**src/rtl/cnn_pkg.sv**
```systemverilog
// -----------------------------------------------------------------------------
// cnn_pkg
// Shared definitions for the convolution datapath.
//   - ofm_state_t / ST_* : writeback FSM state encoding (IDLE/COLLECT/DRAIN/DONE)
//   - calc_oh()          : output feature-map height/width from layer geometry
//   - calc_total()       : number of OFM words produced by one layer
// -----------------------------------------------------------------------------
package cnn_pkg;

  typedef logic [1:0] ofm_state_t;

  localparam ofm_state_t ST_IDLE    = 2'd0;
  localparam ofm_state_t ST_COLLECT = 2'd1;
  localparam ofm_state_t ST_DRAIN   = 2'd2;
  localparam ofm_state_t ST_DONE    = 2'd3;

  // Output size of a valid (unpadded here; padding is already in ifm_size) conv.
  function automatic int calc_oh(input int ifm_size, input int kernel_size, input int stride);
    return (ifm_size - kernel_size) / stride + 1;
  endfunction

  // Words per layer: one per output channel and spatial position.
  function automatic int calc_total(input int co, input int oh);
    return co * oh * oh;
  endfunction

endpackage

```
**src/rtl/ofm_fifo.sv**
```systemverilog
// -----------------------------------------------------------------------------
// ofm_fifo
// Synchronous FIFO, DEPTH x DATA_W, with a registered head.
//   clk1, rst_n   : clock, asynchronous active-low reset
//   i_clr         : synchronous flush (pointers, count, head)
//   i_push/i_din  : write request and data (dropped if full with no pop)
//   i_pop         : remove the current head (ignored when empty)
//   o_full        : all DEPTH entries occupied
//   o_empty_nxt   : FIFO will hold no entries after this edge
//   o_head_vld    : registered "head present" flag
//   o_head        : registered head word, stable until popped
// The head register is loaded from entries that existed before the current
// edge, so a word pushed at edge N is presented after edge N+1.
// -----------------------------------------------------------------------------
module ofm_fifo #(
  parameter int DATA_W = 16,
  parameter int DEPTH  = 4
) (
  input  logic              clk1,
  input  logic              rst_n,
  input  logic              i_clr,
  input  logic              i_push,
  input  logic              i_pop,
  input  logic [DATA_W-1:0] i_din,
  output logic              o_full,
  output logic              o_empty_nxt,
  output logic              o_head_vld,
  output logic [DATA_W-1:0] o_head
);

  localparam int PTR_W = (DEPTH > 2) ? $clog2(DEPTH) : 1;
  localparam int CNT_W = PTR_W + 1;

  logic [DATA_W-1:0] r_mem [DEPTH];
  logic [PTR_W-1:0]  r_wr_ptr;
  logic [PTR_W-1:0]  r_rd_ptr;
  logic [CNT_W-1:0]  r_count;
  logic              r_head_vld;
  logic [DATA_W-1:0] r_head;

  logic              w_pop;
  logic              w_push;
  logic [PTR_W-1:0]  w_rd_ptr_nxt;
  logic [CNT_W-1:0]  w_cnt_after_pop;

  // Handshake qualification; a full FIFO accepts a push only alongside a pop.
  always_comb begin
    w_pop           = i_pop && (r_count != '0);
    w_push          = i_push && ((r_count != CNT_W'(DEPTH)) || w_pop);
    w_rd_ptr_nxt    = r_rd_ptr + PTR_W'(w_pop);
    w_cnt_after_pop = r_count - CNT_W'(w_pop);
  end

  // Storage, pointers, occupancy and the registered head.
  always_ff @(posedge clk1 or negedge rst_n) begin
    if (!rst_n) begin
      for (int i = 0; i < DEPTH; i++) r_mem[i] <= '0;
      r_wr_ptr   <= '0;
      r_rd_ptr   <= '0;
      r_count    <= '0;
      r_head_vld <= 1'b0;
      r_head     <= '0;
    end else if (i_clr) begin
      r_wr_ptr   <= '0;
      r_rd_ptr   <= '0;
      r_count    <= '0;
      r_head_vld <= 1'b0;
      r_head     <= '0;
    end else begin
      if (w_push) begin
        r_mem[r_wr_ptr] <= i_din;
      end
      r_wr_ptr   <= r_wr_ptr + PTR_W'(w_push);
      r_rd_ptr   <= w_rd_ptr_nxt;
      r_count    <= w_cnt_after_pop + CNT_W'(w_push);
      // Only pre-edge entries feed the head, giving the extra cycle of latency.
      r_head_vld <= (w_cnt_after_pop != '0);
      r_head     <= (w_cnt_after_pop != '0) ? r_mem[w_rd_ptr_nxt] : '0;
    end
  end

  assign o_full      = (r_count == CNT_W'(DEPTH));
  assign o_empty_nxt = (w_cnt_after_pop == '0) && !w_push;
  assign o_head_vld  = r_head_vld;
  assign o_head      = r_head;

endmodule

```
**src/rtl/ofm_writer.sv**
```systemverilog
// -----------------------------------------------------------------------------
// ofm_writer
// Output feature-map writeback engine. Buffers the conv result stream in a
// small FIFO against memory backpressure, writes it to sequential OFM
// addresses (c*OH*OH + y*OH + x) and closes each start_conv/end_conv layer
// with a one-cycle ofm_done pulse plus sticky error flags.
//   clk1, rst_n          : clock, asynchronous active-low reset
//   start_conv           : arm for a new layer (honoured in IDLE only)
//   end_conv             : controller marks layer end
//   out_valid, out_data  : result stream
//   ofm_wr_ready         : memory accepts a write this cycle
//   ofm_wr_en/addr/data  : registered write request
//   ofm_done             : completion pulse (one cycle in DONE)
//   err_ovf              : sticky, a word was dropped on a full FIFO
//   err_short            : sticky, end_conv arrived before TOTAL words
// Build option: define OFM_RELU_EN to clamp negative words to zero on write.
// -----------------------------------------------------------------------------
module ofm_writer #(
  parameter int KERNEL_SIZE = 4,
  parameter int IFM_SIZE    = 9,
  parameter int STRIDE      = 2,
  parameter int CO          = 4,
  parameter int DATA_W      = 16,
  parameter int ADDR_W      = 12,
  parameter int FIFO_DEPTH  = 4
) (
  input  logic              clk1,
  input  logic              rst_n,
  input  logic              start_conv,
  input  logic              end_conv,
  input  logic              out_valid,
  input  logic [DATA_W-1:0] out_data,
  input  logic              ofm_wr_ready,
  output logic              ofm_wr_en,
  output logic [ADDR_W-1:0] ofm_wr_addr,
  output logic [DATA_W-1:0] ofm_wr_data,
  output logic              ofm_done,
  output logic              err_ovf,
  output logic              err_short
);

  import cnn_pkg::*;

  localparam int OH    = calc_oh(IFM_SIZE, KERNEL_SIZE, STRIDE);
  localparam int TOTAL = calc_total(CO, OH);
  localparam int RX_W  = $clog2(TOTAL + 1);

  localparam logic [ADDR_W-1:0] X_LAST = ADDR_W'(OH - 1);
  localparam logic [ADDR_W-1:0] C_LAST = ADDR_W'(CO - 1);
  localparam logic [RX_W-1:0]   RX_MAX = RX_W'(TOTAL);

  ofm_state_t        r_state;
  ofm_state_t        w_state_nxt;
  logic [RX_W-1:0]   r_rx_cnt;
  logic [RX_W-1:0]   w_rx_nxt;
  logic [ADDR_W-1:0] r_x, r_y, r_c, r_addr;
  logic [ADDR_W-1:0] w_x_nxt, w_y_nxt, w_c_nxt;
  logic              r_done;
  logic              r_err_ovf;
  logic              r_err_short;

  logic              w_start;
  logic              w_push_req;
  logic              w_push_ok;
  logic              w_drop;
  logic              w_pop;
  logic              w_full;
  logic              w_empty_nxt;
  logic              w_head_vld;
  logic [DATA_W-1:0] w_head;
  logic [DATA_W-1:0] w_din;

  // Clamp applied when the word enters the FIFO; identical to clamping on
  // pop because the FIFO is order-preserving and adds no transformation.
  function automatic logic [DATA_W-1:0] relu_f(input logic [DATA_W-1:0] d);
`ifdef OFM_RELU_EN
    if (d[DATA_W-1]) begin
      relu_f = '0;
    end else begin
      relu_f = d;
    end
`else
    relu_f = d;
`endif
  endfunction

  function automatic logic [ADDR_W-1:0] addr_of(input logic [ADDR_W-1:0] c,
                                                input logic [ADDR_W-1:0] y,
                                                input logic [ADDR_W-1:0] x);
    addr_of = c * ADDR_W'(OH * OH) + y * ADDR_W'(OH) + x;
  endfunction

  // Stream acceptance and write handshake decode.
  always_comb begin
    w_start    = (r_state == ST_IDLE) && start_conv;
    w_pop      = w_head_vld && ofm_wr_ready;
    // Once TOTAL words are in, further words are dropped without a flag.
    w_push_req = (r_state == ST_COLLECT) && out_valid && (r_rx_cnt < RX_MAX);
    w_push_ok  = w_push_req && (!w_full || w_pop);
    w_drop     = w_push_req && w_full && !w_pop;
    w_rx_nxt   = r_rx_cnt + RX_W'(w_push_ok);
    w_din      = relu_f(out_data);
  end

  // Next-state logic for the layer FSM.
  always_comb begin
    w_state_nxt = r_state;
    case (r_state)
      ST_IDLE: begin
        if (start_conv) begin
          w_state_nxt = ST_COLLECT;
        end else begin
          w_state_nxt = ST_IDLE;
        end
      end
      ST_COLLECT: begin
        if ((w_rx_nxt == RX_MAX) || end_conv) begin
          w_state_nxt = ST_DRAIN;
        end else begin
          w_state_nxt = ST_COLLECT;
        end
      end
      ST_DRAIN: begin
        // Empty after this edge also means the head register goes invalid.
        if (w_empty_nxt) begin
          w_state_nxt = ST_DONE;
        end else begin
          w_state_nxt = ST_DRAIN;
        end
      end
      ST_DONE: begin
        w_state_nxt = ST_IDLE;
      end
      default: begin
        w_state_nxt = ST_IDLE;
      end
    endcase
  end

  // Next x/y/c position: x fastest, then y, then channel, wrapping at the end.
  always_comb begin
    w_x_nxt = r_x;
    w_y_nxt = r_y;
    w_c_nxt = r_c;
    if (w_start) begin
      w_x_nxt = '0;
      w_y_nxt = '0;
      w_c_nxt = '0;
    end else if (w_pop) begin
      if (r_x == X_LAST) begin
        w_x_nxt = '0;
        if (r_y == X_LAST) begin
          w_y_nxt = '0;
          if (r_c == C_LAST) begin
            w_c_nxt = '0;
          end else begin
            w_c_nxt = r_c + ADDR_W'(1);
          end
        end else begin
          w_y_nxt = r_y + ADDR_W'(1);
        end
      end else begin
        w_x_nxt = r_x + ADDR_W'(1);
      end
    end else begin
      w_x_nxt = r_x;
    end
  end

  // FSM state, completion pulse and receive counter.
  always_ff @(posedge clk1 or negedge rst_n) begin
    if (!rst_n) begin
      r_state  <= ST_IDLE;
      r_done   <= 1'b0;
      r_rx_cnt <= '0;
    end else begin
      r_state  <= w_state_nxt;
      r_done   <= (w_state_nxt == ST_DONE);
      r_rx_cnt <= w_start ? '0 : w_rx_nxt;
    end
  end

  // Address counters; r_addr always mirrors the position of the current head.
  always_ff @(posedge clk1 or negedge rst_n) begin
    if (!rst_n) begin
      r_x    <= '0;
      r_y    <= '0;
      r_c    <= '0;
      r_addr <= '0;
    end else begin
      r_x    <= w_x_nxt;
      r_y    <= w_y_nxt;
      r_c    <= w_c_nxt;
      r_addr <= addr_of(w_c_nxt, w_y_nxt, w_x_nxt);
    end
  end

  // Sticky error flags, cleared only by an accepted start_conv.
  always_ff @(posedge clk1 or negedge rst_n) begin
    if (!rst_n) begin
      r_err_ovf   <= 1'b0;
      r_err_short <= 1'b0;
    end else if (w_start) begin
      r_err_ovf   <= 1'b0;
      r_err_short <= 1'b0;
    end else begin
      if (w_drop) begin
        r_err_ovf <= 1'b1;
      end
      if ((r_state == ST_COLLECT) && end_conv && (w_rx_nxt < RX_MAX)) begin
        r_err_short <= 1'b1;
      end
    end
  end

  ofm_fifo #(
    .DATA_W (DATA_W),
    .DEPTH  (FIFO_DEPTH)
  ) u_fifo (
    .clk1        (clk1),
    .rst_n       (rst_n),
    .i_clr       (w_start),
    .i_push      (w_push_ok),
    .i_pop       (w_pop),
    .i_din       (w_din),
    .o_full      (w_full),
    .o_empty_nxt (w_empty_nxt),
    .o_head_vld  (w_head_vld),
    .o_head      (w_head)
  );

  // FIFO holds entries only in COLLECT/DRAIN, so its head flag is the write request.
  assign ofm_wr_en   = w_head_vld;
  assign ofm_wr_data = w_head;
  assign ofm_wr_addr = r_addr;
  assign ofm_done    = r_done;
  assign err_ovf     = r_err_ovf;
  assign err_short   = r_err_short;

endmodule

```
**config.mk**
```make
export PLATFORM = sky130hd
export DESIGN_NAME = ofm_writer
export DESIGN_NICKNAME = d
export VERILOG_FILES = /design/src/rtl/cnn_pkg.sv /design/src/rtl/ofm_fifo.sv /design/src/rtl/ofm_writer.sv
export SDC_FILE = /design/constraint.sdc
export NUM_CORES = 1
export LEC_CHECK = 0
export CAP_MARGIN = 25
export CORE_ASPECT_RATIO = 0.8
export CORE_MARGIN = 4
export CORE_UTILIZATION = 40
export DETAILED_ROUTE_END_ITERATION = 6
export SYNTH_ARGS = -nofsm -noshare
export SYNTH_HDL_FRONTEND = slang
export SYNTH_SLANG_ARGS = --single-unit
```
**constraint.sdc**
```tcl
create_clock -name clk1 -period 5.53 [get_ports clk1]
set_input_delay 1.106 -clock clk1 [delete_from_list [all_inputs] [get_ports clk1]]
set_output_delay 1.106 -clock clk1 [all_outputs]
set_load 0.02 [all_outputs]
```
==> results of run 1 <==
power breakdown:
part	internal, mW	total, mW	switching, mW	leakage (nW)
clock	0.593	1.08	0.483	0.262
sequential	1.42	1.60	0.188	1.95
combinational	0.810	1.49	0.683	2.69
cell families after synthesis:
family | Yosys count
AO/OA/AOI/OAI | 50
XOR/XNOR | 48
adder cells (fa/ha/maj) | 66
buffers and inverters | 80
flip-flops | 147
multiplexers | 81
AND/OR/NAND/NOR | 186
synth_stat cells (6+ instances only):
cell type / n / share of area (%)
clkbuf_1: 9 / 0.42
xnor2_1: 30 / 3.3
mux2_2: 54 / 7.6
nand2_1: 21 / 0.99
and2_1: 11 / 0.86
dfrtp_1: 147 / 46
a21oi_1: 13 / 0.81
nand3_1: 19 / 1.2
mux4_2: 16 / 4.5
nor3_1: 8 / 0.50
and3_1: 24 / 1.9
mux2_4: 9 / 1.7
or2_2: 7 / 0.55
inv_1: 59 / 2.8
fa_1: 26 / 6.5
buf_2: 6 / 0.38
nor2_1: 43 / 2.0
xor2_1: 17 / 1.9
nand4_1: 10 / 0.78
ha_1: 40 / 6.3
nor4_1: 6 / 0.47
o21ai_0: 6 / 0.38
worst max-delay path, cell delays in order:
cell             delay, ns
clkdlybuf4s50_1       0.52
or3b_4                0.43
nand2_2               0.10
nor2_1                0.08
ha_1                  0.28
inv_1                 0.05
fa_1                  0.51
inv_1                 0.04
ha_1                  0.31
fa_1                  0.53
fa_2                  0.41
a21o_1                0.20
a21oi_2               0.16
nor2b_1               0.07
o21a_1                0.23
o41ai_4               0.45
o21ai_2               0.09
xnor3_1               0.18
metal layers:
| layer | vias to the layer above | GRT usage [%] | routed length, um |
|---|---|---|---|
| met1 | 2745 | 26.03 | 9295 |
| met3 | 16 | 3.388 | 715 |
| met5 | - | 0 | 0 |
| li1 | 2556 | - | - |
| met2 | 99 | 25.52 | 8389 |
| met4 | 0 | 4.764 | 214 |
worst paths after layout:
path | from | endpoint | depth (start not counted)
worst max-delay path | start_conv | ofm_wr_addr[11] | 18
worst min-delay path | rst_n | u_fifo.r_mem[58] | 1
worst max register to register | r_x[1] | ofm_wr_addr[11] | 21
min in group clk1 | u_fifo.r_mem[37] | u_fifo.r_mem[37] | 1
worst min register to register | u_fifo.r_mem[37] | u_fifo.r_mem[37] | 1
max in group asynchronous | rst_n | r_y[11] | 3
layout make-up:
type / count / area (um2) / area share [%]
well taps: 258 / 322.8 / 3.184
clock buffers: 19 / 442.9 / 4.369
inverters: 60 / 225.2 / 2.222
clock inverters: 13 / 101.3 / 0.9998
multi-input cells: 431 / 4204 / 41.47
repair buffers: 134 / 1162 / 11.47
flip-flops and latches: 147 / 3679 / 36.29
through the flow:
| stage | TNS (ns) | total power, mW |
|---|---|---|
| floorplan | 0 | 2.563 |
| global placement | -3.043 | 3.006 |
| detailed placement | -3.511 | 3.079 |
| CTS | 0 | 4.181 |
| global route | -0.3072 | 4.421 |
| finish | 0 | 4.172 |
registers in the layout, indices dropped and copies added, names as in the netlist, 2 cells and up:
register	cells
r_c	12
ofm_wr_addr	12
u_fifo.r_mem	64
r_state	2
u_fifo.r_count	3
r_x	12
u_fifo.r_wr_ptr	2
u_fifo.o_head	16
u_fifo.r_rd_ptr	2
r_rx_cnt	6
r_y	12
what timing repair did:
| item | 4_1_cts | 5_1_grt |
|---|---|---|
| pin swaps | 12 | 20 |
| setup endpoints to repair | 4 | 4 |
| buffers inserted | 3 | 8 |
| gates resized for setup | 23 | 24 |
==> run metrics, run 1 <==
run status finished clean; VDD IR-drop max 0.2280 mV; adder-cell share of the synthesized area 12.78%; Worst setup EP type flop; Tmin final 5.445 ns; Pleak 4.894 nW; remaining global-route overflow 0; largest family of logic cells by synthesized area multiplexers; Skew-Pair Late Insertion Delay 0.42 ns; Core ar. 19310 um2; most frequent cells in the layout dfrtp_1, buf_4, inv_1; via count 5416; Clock transition at path regs 0.06 ns; PortBufs 53; Synth Area in Compound Gates 4.433%; Rel. slew slack 31.51%; wire length of the first global-routing pass 30960 um; EDFF count, synth 0; DRT Wirelength 18620 um; Slew @ Worst Pin 1.027 ns; drt wl/cell 17.53 um; row cnt 45; CTS hold repair buffers 0; CTS Buffer Depth 2; synth unique cells 65; IO Pins 54; Layout Utilization 52.49%; H-tree levels 4; worst endpoint required time 5.83 ns; post-synthesis mux area share 14.08%; Die H 134.4 um; pin count of the biggest net entering global routing 115; f_max 183.7 MHz; Die Area 22310 um2; Clock Skew 0.009415 ns; Mapped Nets 746; DRT Pass-1 Iters 5; syn_area_per_cell 12.14 um2; Post-synth ARST share 100.0%; pwr dens 411.6 nW/um2; most common cell after layout, fill and taps aside dfrtp_1; initial antenna violation count 0; CTS tree yes; Iter 0 DRT Violations 350; Ys Warns 0; hold_ws 0.4980 ns; WS Path Type in -> reg; worst slack, placed -0.8323 ns; flop2flop setup slack 0.13 ns; critical path fanouts, max 3; clock sink total 147; Residual DRC 0; startpoint types primary input; synthesized flop and latch total 147; Post-Synth XOR/XNOR Area 5.435%; GRT Util Overall 17.27%; root buf cell clkbuf_16; Final nets 879; final std cells w/o fill 1062; Worst Slack Setup Final 0.08541 ns; endpoints failing hold 0; vias in the first global route 5849; DP Area 9280 um2; dpl hpwl 13150 um; Slew Viols, Final 0; Filler Cells Inserted 1631; share of layout cells above drive strength 1 32.09%; CP arrival 5.74 ns; P&R area growth vs syn 26.91%; Initial Util 41.36%; max-cap violations 0; ANT cells 0; GP Congestion 0.8396; RSZ-0062 raised after global routing yes; die width 166.0 um; final setup vio count 0; dpl cells 1016; synthesized cell area 7988 um2; Antenna Nets Post-Route 0; Simple-Gate Fraction of Synth Area 13.08%; cells after synthesis 658; period utilization 98.46%; fin area 10140 um2; vias per cell 5.100; Seq/Total Area, Yosys 46.05%; number of CTS-inserted buffers 17; Hold Crit Class in -> async; Primary FF master, synth dfrtp_1
(Power assumes the default switching activity.)
==> run 2, diff against run 1 <==
- ABC_AREA: default -> 1
==> run 2 against run 1 <==
  * Clock power grew 6%
  * Via count grew 26%
  * Worst hold slack lost 0.016 ns
  * Final cell count grew 34%
  * Maximum frequency grew 3.1%
  * Setup slack gained 0.16 ns
  * Critical path depth grew 4
  * Die area grew 5.7%
  * First-iteration DRC count grew 37%
  * Sequential cell count is the same
  * Combinational power grew 36%
  * Sequential power shrank 4%
  * Critical path type unchanged
  * Largest cell class unchanged
  * Largest power group is now combinational cells
  * Highest routed layer unchanged
==> run metrics, run 2 <==
run status finished clean (unchanged); pin count of the biggest net entering global routing 62 (was 115); PortBufs 53 (unchanged); Hold Crit Class reg -> reg (was in -> async); metal2 WL 8818 um (was 8389 um); Core ar. 20760 um2 (was 19310 um2); CTS tree yes (unchanged); Layout Utilization 51.43% (was 52.49%); highest metal used met4 (unchanged); startpoint types primary input (unchanged); Mapped Nets 1090 (was 746); Tmin final 5.280 ns (was 5.445 ns); ANT cells 0 (unchanged); critical path fanouts, max 6 (was 3); Rel. slew slack 42.68% (was 31.51%); Clk pwr share 24.4% (was 25.8%); switching fraction of total power 39.98% (was 32.45%); final setup vio count 0 (unchanged); P_int 2.821 mW (was 2.818 mW); Die Area 23570 um2 (was 22310 um2); Skew-Pair Late Insertion Delay 0.42 ns (about the same); Synth top cells by count nand2_1, dfrtp_1, inv_1, nor2_1, o21ai_0 (was dfrtp_1, inv_1, mux2_2, nor2_1, ha_1); row cnt 47 (was 45); Seq/Total Area, Yosys 43.45% (was 46.05%); Slew Viols, Final 0 (unchanged); Crit-path slowest cell fa_2 (was fa_1); CP arrival 5.60 ns (was 5.74 ns); Final nets 1227 (was 879); f_max 189.4 MHz (was 183.7 MHz); root buf cell clkbuf_16 (unchanged); Die H 138.1 um (was 134.4 um); most common cell after layout, fill and taps aside nand2_1 (was dfrtp_1); wl on met1 10310 um (was 9295 um); Initial Util 40.79% (was 41.36%); VDD IR-drop max 0.2193 mV (was 0.2280 mV); endpoints failing hold 0 (unchanged); GP Congestion 0.9029 (was 0.8396); DP Area 9878 um2 (was 9280 um2); Synth top area share 43.45% (was 46.05%); Reg with most FFs u_fifo.r_mem (unchanged); NetSw 1.879 mW (was 1.354 mW); die width 170.7 um (was 166.0 um); met3 WL post-DR 865 um (was 715 um); synth unique cells 51 (was 65); max-cap violations 0 (unchanged); wire length of the first global-routing pass 33660 um (was 30960 um); clock sink total 147 (unchanged); fin area 10680 um2 (was 10140 um2); drt wl/cell 14.25 um (was 17.53 um); Residual DRC 0 (unchanged); synthesized flop and latch total 147 (unchanged); synthesized cell area 8467 um2 (was 7988 um2); GRT Util Overall 17.69% (was 17.27%); Pleak 5.444 nW (was 4.894 nW); period utilization 95.48% (was 98.46%); Sequential Power Share 32.7% (was 38.4%); CTS hold repair buffers 0 (unchanged); Primary FF master, synth dfrtp_1 (unchanged); CTS Buffer Depth 2 (unchanged); pwr dens 440.2 nW/um2 (was 411.6 nW/um2); initial antenna violation count 0 (unchanged); top-count cell post-synth nand2_1 (was dfrtp_1); Largest stage delay, worst path 0.58 ns (was 0.53 ns); Post-synth ARST share 100.0% (unchanged); number of CTS-inserted buffers 17 (unchanged); vias per cell 4.787 (was 5.100); worst endpoint required time 5.85 ns (was 5.83 ns); hold_ws 0.4823 ns (was 0.4980 ns); Comb pwr share 43.0% (was 35.8%); vias in the first global route 6640 (was 5849); Clock transition at path regs 0.07 ns (was 0.06 ns); Worst setup EP type flop (unchanged); dpl hpwl 14380 um (was 13150 um); P&R area growth vs syn 26.10% (was 26.91%); Slew @ Worst Pin 0.8555 ns (was 1.027 ns); CP dominant cell by count nand2_1; DRT Wirelength 20250 um (was 18620 um); EDFF count, synth 0 (unchanged); Largest register FFs 64 (unchanged); IO Pins 54 (unchanged); Ys Warns 0 (unchanged); most frequent cells in the layout nand2_1, dfrtp_1, inv_1 (was dfrtp_1, buf_4, inv_1); DRT Pass-1 Iters 5 (unchanged); cells after synthesis 1002 (was 658); H-tree levels 4 (unchanged); post-synth top area cell dfrtp_1 (unchanged); via count 6802 (was 5416); Iter 0 DRT Violations 478 (was 350); Clock Skew 0.01565 ns (was 0.009415 ns); Cell Chain, Critical Path clkdlybuf4s50_1, nand3_2, nand2_1, nand2_4, buf_4, nand2_1, nor2_1, buf_4, fa_2, fa_1, ha_1, inv_1, fa_1, inv_1, ha_1, nand2_2, nor3_2, nand3_1, nand3_2, xor3_1, nand3_1, nand2_1 (was clkdlybuf4s50_1, or3b_4, nand2_2, nor2_1, ha_1, inv_1, fa_1, inv_1, ha_1, fa_1, fa_2, a21o_1, a21oi_2, nor2b_1, o21a_1, o41ai_4, o21ai_2, xnor3_1); Antenna Nets Post-Route 0 (unchanged); remaining global-route overflow 0 (unchanged); share of layout cells above drive strength 1 17.19% (was 32.09%); WS Path Type in -> reg (unchanged); Area contributors post-synth dfrtp_1, nand2_1, fa_1 (was dfrtp_1, mux2_2, fa_1); syn_area_per_cell 8.450 um2 (was 12.14 um2)
## run 2: cell count changes after synthesis, moves of 11 or more
| cell | before | now |
|---|---|---|
| nand2_1 | 21 | 262 |
| inv_1 | 59 | 138 |
| o21ai_0 | 6 | 61 |
| mux2_2 | 54 | 0 |
| nor2_1 | 43 | 77 |
| xnor2_1 | 30 | 5 |
| and3_1 | 24 | 3 |
| a21oi_1 | 13 | 33 |
| o21a_1 | 1 | 18 |
| mux4_2 | 16 | 0 |
| a21o_1 | 3 | 17 |
| clkbuf_1 | 9 | 23 |
| and2_1 | 11 | 0 |
| inv_2 | 1 | 12 |
## run 2: power by group through the flow
stage	Sequential, mW	Combinational [mW]	Clock [mW]
after floorplan	1.61	1.16	0
after global placement	1.55	1.95	0
after detailed placement	1.55	1.95	0
after CTS	1.54	2.00	1.17
after global routing	1.58	2.28	1.22
final	1.54	2.02	1.14
## run 2: worst paths after layout
check / start / end / slack (ns) / depth (start not counted)
max: start_conv / ofm_wr_addr[11] / 0.25 / 22
min: u_fifo.r_mem[20] / u_fifo.r_mem[20] / 0.48 / 2
max reg2reg: r_x[0] / ofm_wr_addr[11] / 0.32 / 24
min reg2reg: u_fifo.r_mem[20] / u_fifo.r_mem[20] / 0.48 / 2
max in group asynchronous: rst_n / r_y[11] / 3.83 / 2
min in group asynchronous: rst_n / u_fifo.o_head[3] / 0.65 / 1
## run 2: area by class of cell
type | instances | area [um2]
clock buffer | 18 | 439.2
clock inverter | 14 | 140.1
fill | 1924 | 10080
inverter | 153 | 579.3
multi-input combinational | 673 | 4237
sequential | 147 | 3679
tap | 269 | 336.6
timing repair buffer | 147 | 1266
## run 2: worst max-delay path: cells and delay by family
| family | cells | cell delay [ns] |
|---|---|---|
| xor+xnor | 1 | 0.24 |
| buf+inv | 5 | 0.89 |
| fa+ha+maj | 5 | 2.14 |
| simple gates | 11 | 1.23 |
## run 2: routing by layer
metal,GRT usage [%],vias to the layer above
li1,-,3437
met1,27.18,3209
met2,25.89,136
met3,3.653,20
met4,3.739,0
met5,0,-
## run 2: repair_timing
item	CTS	global route
pin swaps	0	25
endpoints found under the setup margin	3	6
resized for setup	10	31
buffers inserted	2	5
## run 2: through the flow
stage / TNS (ns) / total power, mW / setup WS (ns) / cells
2_1_floorplan: 0 / 2.772 / 0.1141 / 1002
3_3_place_gp: -2.251 / 3.503 / -0.5522 / 1380
3_5_place_dp: -2.694 / 3.503 / -0.6329 / 1381
4_1_cts: 0 / 4.707 / 0.004989 / 1415
5_1_grt: -0.07380 / 5.079 / -0.05212 / 1421
6_report: 0 / 4.700 / 0.2499 / 1421
## run 2: kinds of logic (layout without fill, tap and decap cells)
kind of cell    after synthesis  in the layout  share of synthesized area, %
simple gates                426            426                         21.92
buf+inv                     182            332                         8.275
compound gates              151            151                         11.02
xor+xnor                     30             30                         3.281
flops                       147            147                         43.45
fa+ha+maj                    66             66                         12.06
==> run 3, diff against run 2 <==
- CORE_ASPECT_RATIO: 0.8 -> default
==> run 3 against run 2 <==
  * Via count is 1.4% lower
  * Power is 0.49% lower
  * Combinational power is 3% lower
  * Final cell count is 0.63% lower
  * Critical path depth is 3 higher
  * First-iteration DRC count is 11% lower
  * Non-clock buffer count is 10 lower
  * Clock power is 4% higher
  * Largest cell class unchanged
==> run metrics, run 3 (synthesized netlist as in run 2, its figures left out) <==
hold_ws 0.4860 ns (was 0.4823 ns); Reg with most FFs u_fifo.r_mem (unchanged); Clk pwr share 25.3% (was 24.4%); period utilization 96.71% (was 95.48%); hold-critical path depth 2 (unchanged); worst endpoint required time 5.85 ns (about the same); dpl hpwl 14130 um (was 14380 um); initial antenna violation count 0 (unchanged); RR Endpoint ofm_wr_addr[11] (unchanged); P&R area growth vs syn 25.58% (was 26.10%); remaining global-route overflow 0 (unchanged); Tmin final 5.348 ns (was 5.280 ns); Largest stage delay, worst path 0.50 ns (was 0.58 ns); VDD IR-drop max 0.1943 mV (was 0.2193 mV); CTS tree yes (unchanged); run status finished clean (unchanged); die width 153.5 um (was 170.7 um); max-cap violations 0 (unchanged); Hold Crit Class reg -> reg (unchanged); vias per cell 4.749 (was 4.787); Slew Viols, Final 0 (unchanged); via count 6706 (was 6802); CP top delay family adder cells (unchanged); Pleak 5.360 nW (was 5.444 nW); H-tree levels 4 (unchanged); wire length of the first global-routing pass 33300 um (was 33660 um); most frequent cells in the layout nand2_1, dfrtp_1, inv_1 (unchanged); Initial Util 41.31% (was 40.79%); endpoints failing hold 0 (unchanged); final setup vio count 0 (unchanged); hold wc startpoint u_fifo.r_mem[62] (was u_fifo.r_mem[20]); Iter 0 DRT Violations 425 (was 478); GP Congestion 0.8711 (was 0.9029); IO Pins 54 (unchanged); Die H 153.5 um (was 138.1 um); most common cell after layout, fill and taps aside nand2_1 (unchanged); drt wl/cell 13.88 um (was 14.25 um); share of layout cells above drive strength 1 16.20% (was 17.19%); P_int 2.803 mW (was 2.821 mW); GRT Util Overall 17.45% (was 17.69%); RSZ-0062 raised after global routing no; Slew @ Worst Pin 0.8442 ns (was 0.8555 ns); Filler Cells Inserted 1937 (was 1924); Skew-Pair Late Insertion Delay 0.43 ns (was 0.42 ns); Clock Skew 0.01596 ns (was 0.01565 ns); switching fraction of total power 40.06% (was 39.98%); vias in the first global route 6675 (was 6640); CTS Buffer Depth 2 (unchanged); WS Path Type in -> reg (unchanged); NetSw 1.874 mW (was 1.879 mW); f_max 187.0 MHz (was 189.4 MHz); ANT cells 0 (unchanged); Worst setup EP type flop (unchanged); Crit-path slowest cell fa_1 (was fa_2); crit path buf inv count 8 (was 5); R2R cell count 26 (was 24); Clock transition at path regs 0.07 ns (about the same); Core ar. 20490 um2 (was 20760 um2); pin count of the biggest net entering global routing 105 (was 62); Sequential Power Share 32.9% (was 32.7%); Antenna Nets Post-Route 0 (unchanged); Residual DRC 0 (unchanged); DRT Pass-1 Iters 5 (unchanged); clock sink total 147 (unchanged); Comb pwr share 41.9% (was 43.0%); worst r2r src r_x[4] (was r_x[0]); final std cells w/o fill 1412 (was 1421); Final nets 1217 (was 1227); root buf cell clkbuf_16 (unchanged); DRT Wirelength 19600 um (was 20250 um); CP arrival 5.67 ns (was 5.60 ns); row cnt 52 (was 47); pwr dens 439.8 nW/um2 (was 440.2 nW/um2); flop2flop setup slack 0.41 ns (was 0.32 ns); startpoint types primary input (unchanged); Hold Crit Endpoint u_fifo.r_mem[62] (was u_fifo.r_mem[20]); Largest register FFs 64 (unchanged); CTS hold repair buffers 0 (unchanged); critical path fanouts, max 5 (was 6); number of CTS-inserted buffers 17 (unchanged); dpl cells 1372 (was 1381); Die Area 23560 um2 (was 23570 um2); PortBufs 53 (unchanged); Rel. slew slack 43.44% (was 42.68%)
==> run 3: per-stage QoR <==
| step | TNS [ns] | total power [mW] | cell area, um2 | worst slack, ns | utilization [%] |
|---|---|---|---|---|---|
| 4_1_cts | 0 | 4.707 | 10500 | 0.01567 | 51.22 |
| 3_5_place_dp | -2.387 | 3.484 | 9832 | -0.6264 | 47.97 |
| 6_report | 0 | 4.677 | 10630 | 0.1820 | 51.88 |
| 2_1_floorplan | 0 | 2.772 | 8467 | 0.1141 | - |
| 5_1_grt | 0 | 5.068 | 10630 | 0.004817 | 51.88 |
| 3_3_place_gp | -1.939 | 3.455 | 9774 | -0.6349 | 47.69 |
==> run 3: area by class of cell <==
| cell class | instances | area [um2] | share of cell area, % |
|---|---|---|---|
| clock buffer | 17 | 425.4 | 4.001 |
| clock inverter | 15 | 190.2 | 1.789 |
| inverter | 153 | 576.8 | 5.425 |
| multi-input combinational | 673 | 4203 | 39.53 |
| sequential | 147 | 3679 | 34.60 |
| tap | 270 | 337.8 | 3.177 |
| timing repair buffer | 137 | 1221 | 11.49 |
==> run 3: metal layers <==
metal / GRT usage [%] / vias to the layer above / routed length [um]
met5: 0 / - / 0
met4: 3.827 / 0 / 170
met3: 3.429 / 14 / 679
li1: - / 3413 / -
met2: 29.68 / 109 / 9678
met1: 23.28 / 3170 / 9075
==> run 3: repair_timing <==
item                                    CTS  global route
endpoints found under the setup margin    3             4
resized for setup                        11            18
pin swaps                                 3            13
buffers inserted                          1             6
==> run 3: worst max-delay path by stage <==
stage                       startpoint               to  slack, ns  cells past startpoint
after floorplan           ofm_wr_ready  ofm_wr_addr[11]       0.11                     23
after global placement    ofm_wr_ready  ofm_wr_addr[11]      -0.63                     23
after detailed placement  ofm_wr_ready  ofm_wr_addr[11]      -0.63                     23
after CTS                 ofm_wr_ready  ofm_wr_addr[11]       0.02                     22
after global routing      ofm_wr_ready  ofm_wr_addr[10]      0.005                     23
final                     ofm_wr_ready   ofm_wr_addr[8]       0.18                     25
==> run 3: power groups by stage <==
stage | registers (mW) | clock network (mW) | logic [mW]
after floorplan | 1.61 | 0 | 1.16
after global placement | 1.55 | 0 | 1.90
after detailed placement | 1.55 | 0 | 1.93
after CTS | 1.54 | 1.21 | 1.96
after global routing | 1.57 | 1.27 | 2.22
final | 1.54 | 1.18 | 1.96
==> run 3: tightest hold or removal path, stage by stage, from the launching register on <==
cell     delay (ns)
dfrtp_1        0.34
nand2_1        0.05
o21ai_0        0.06
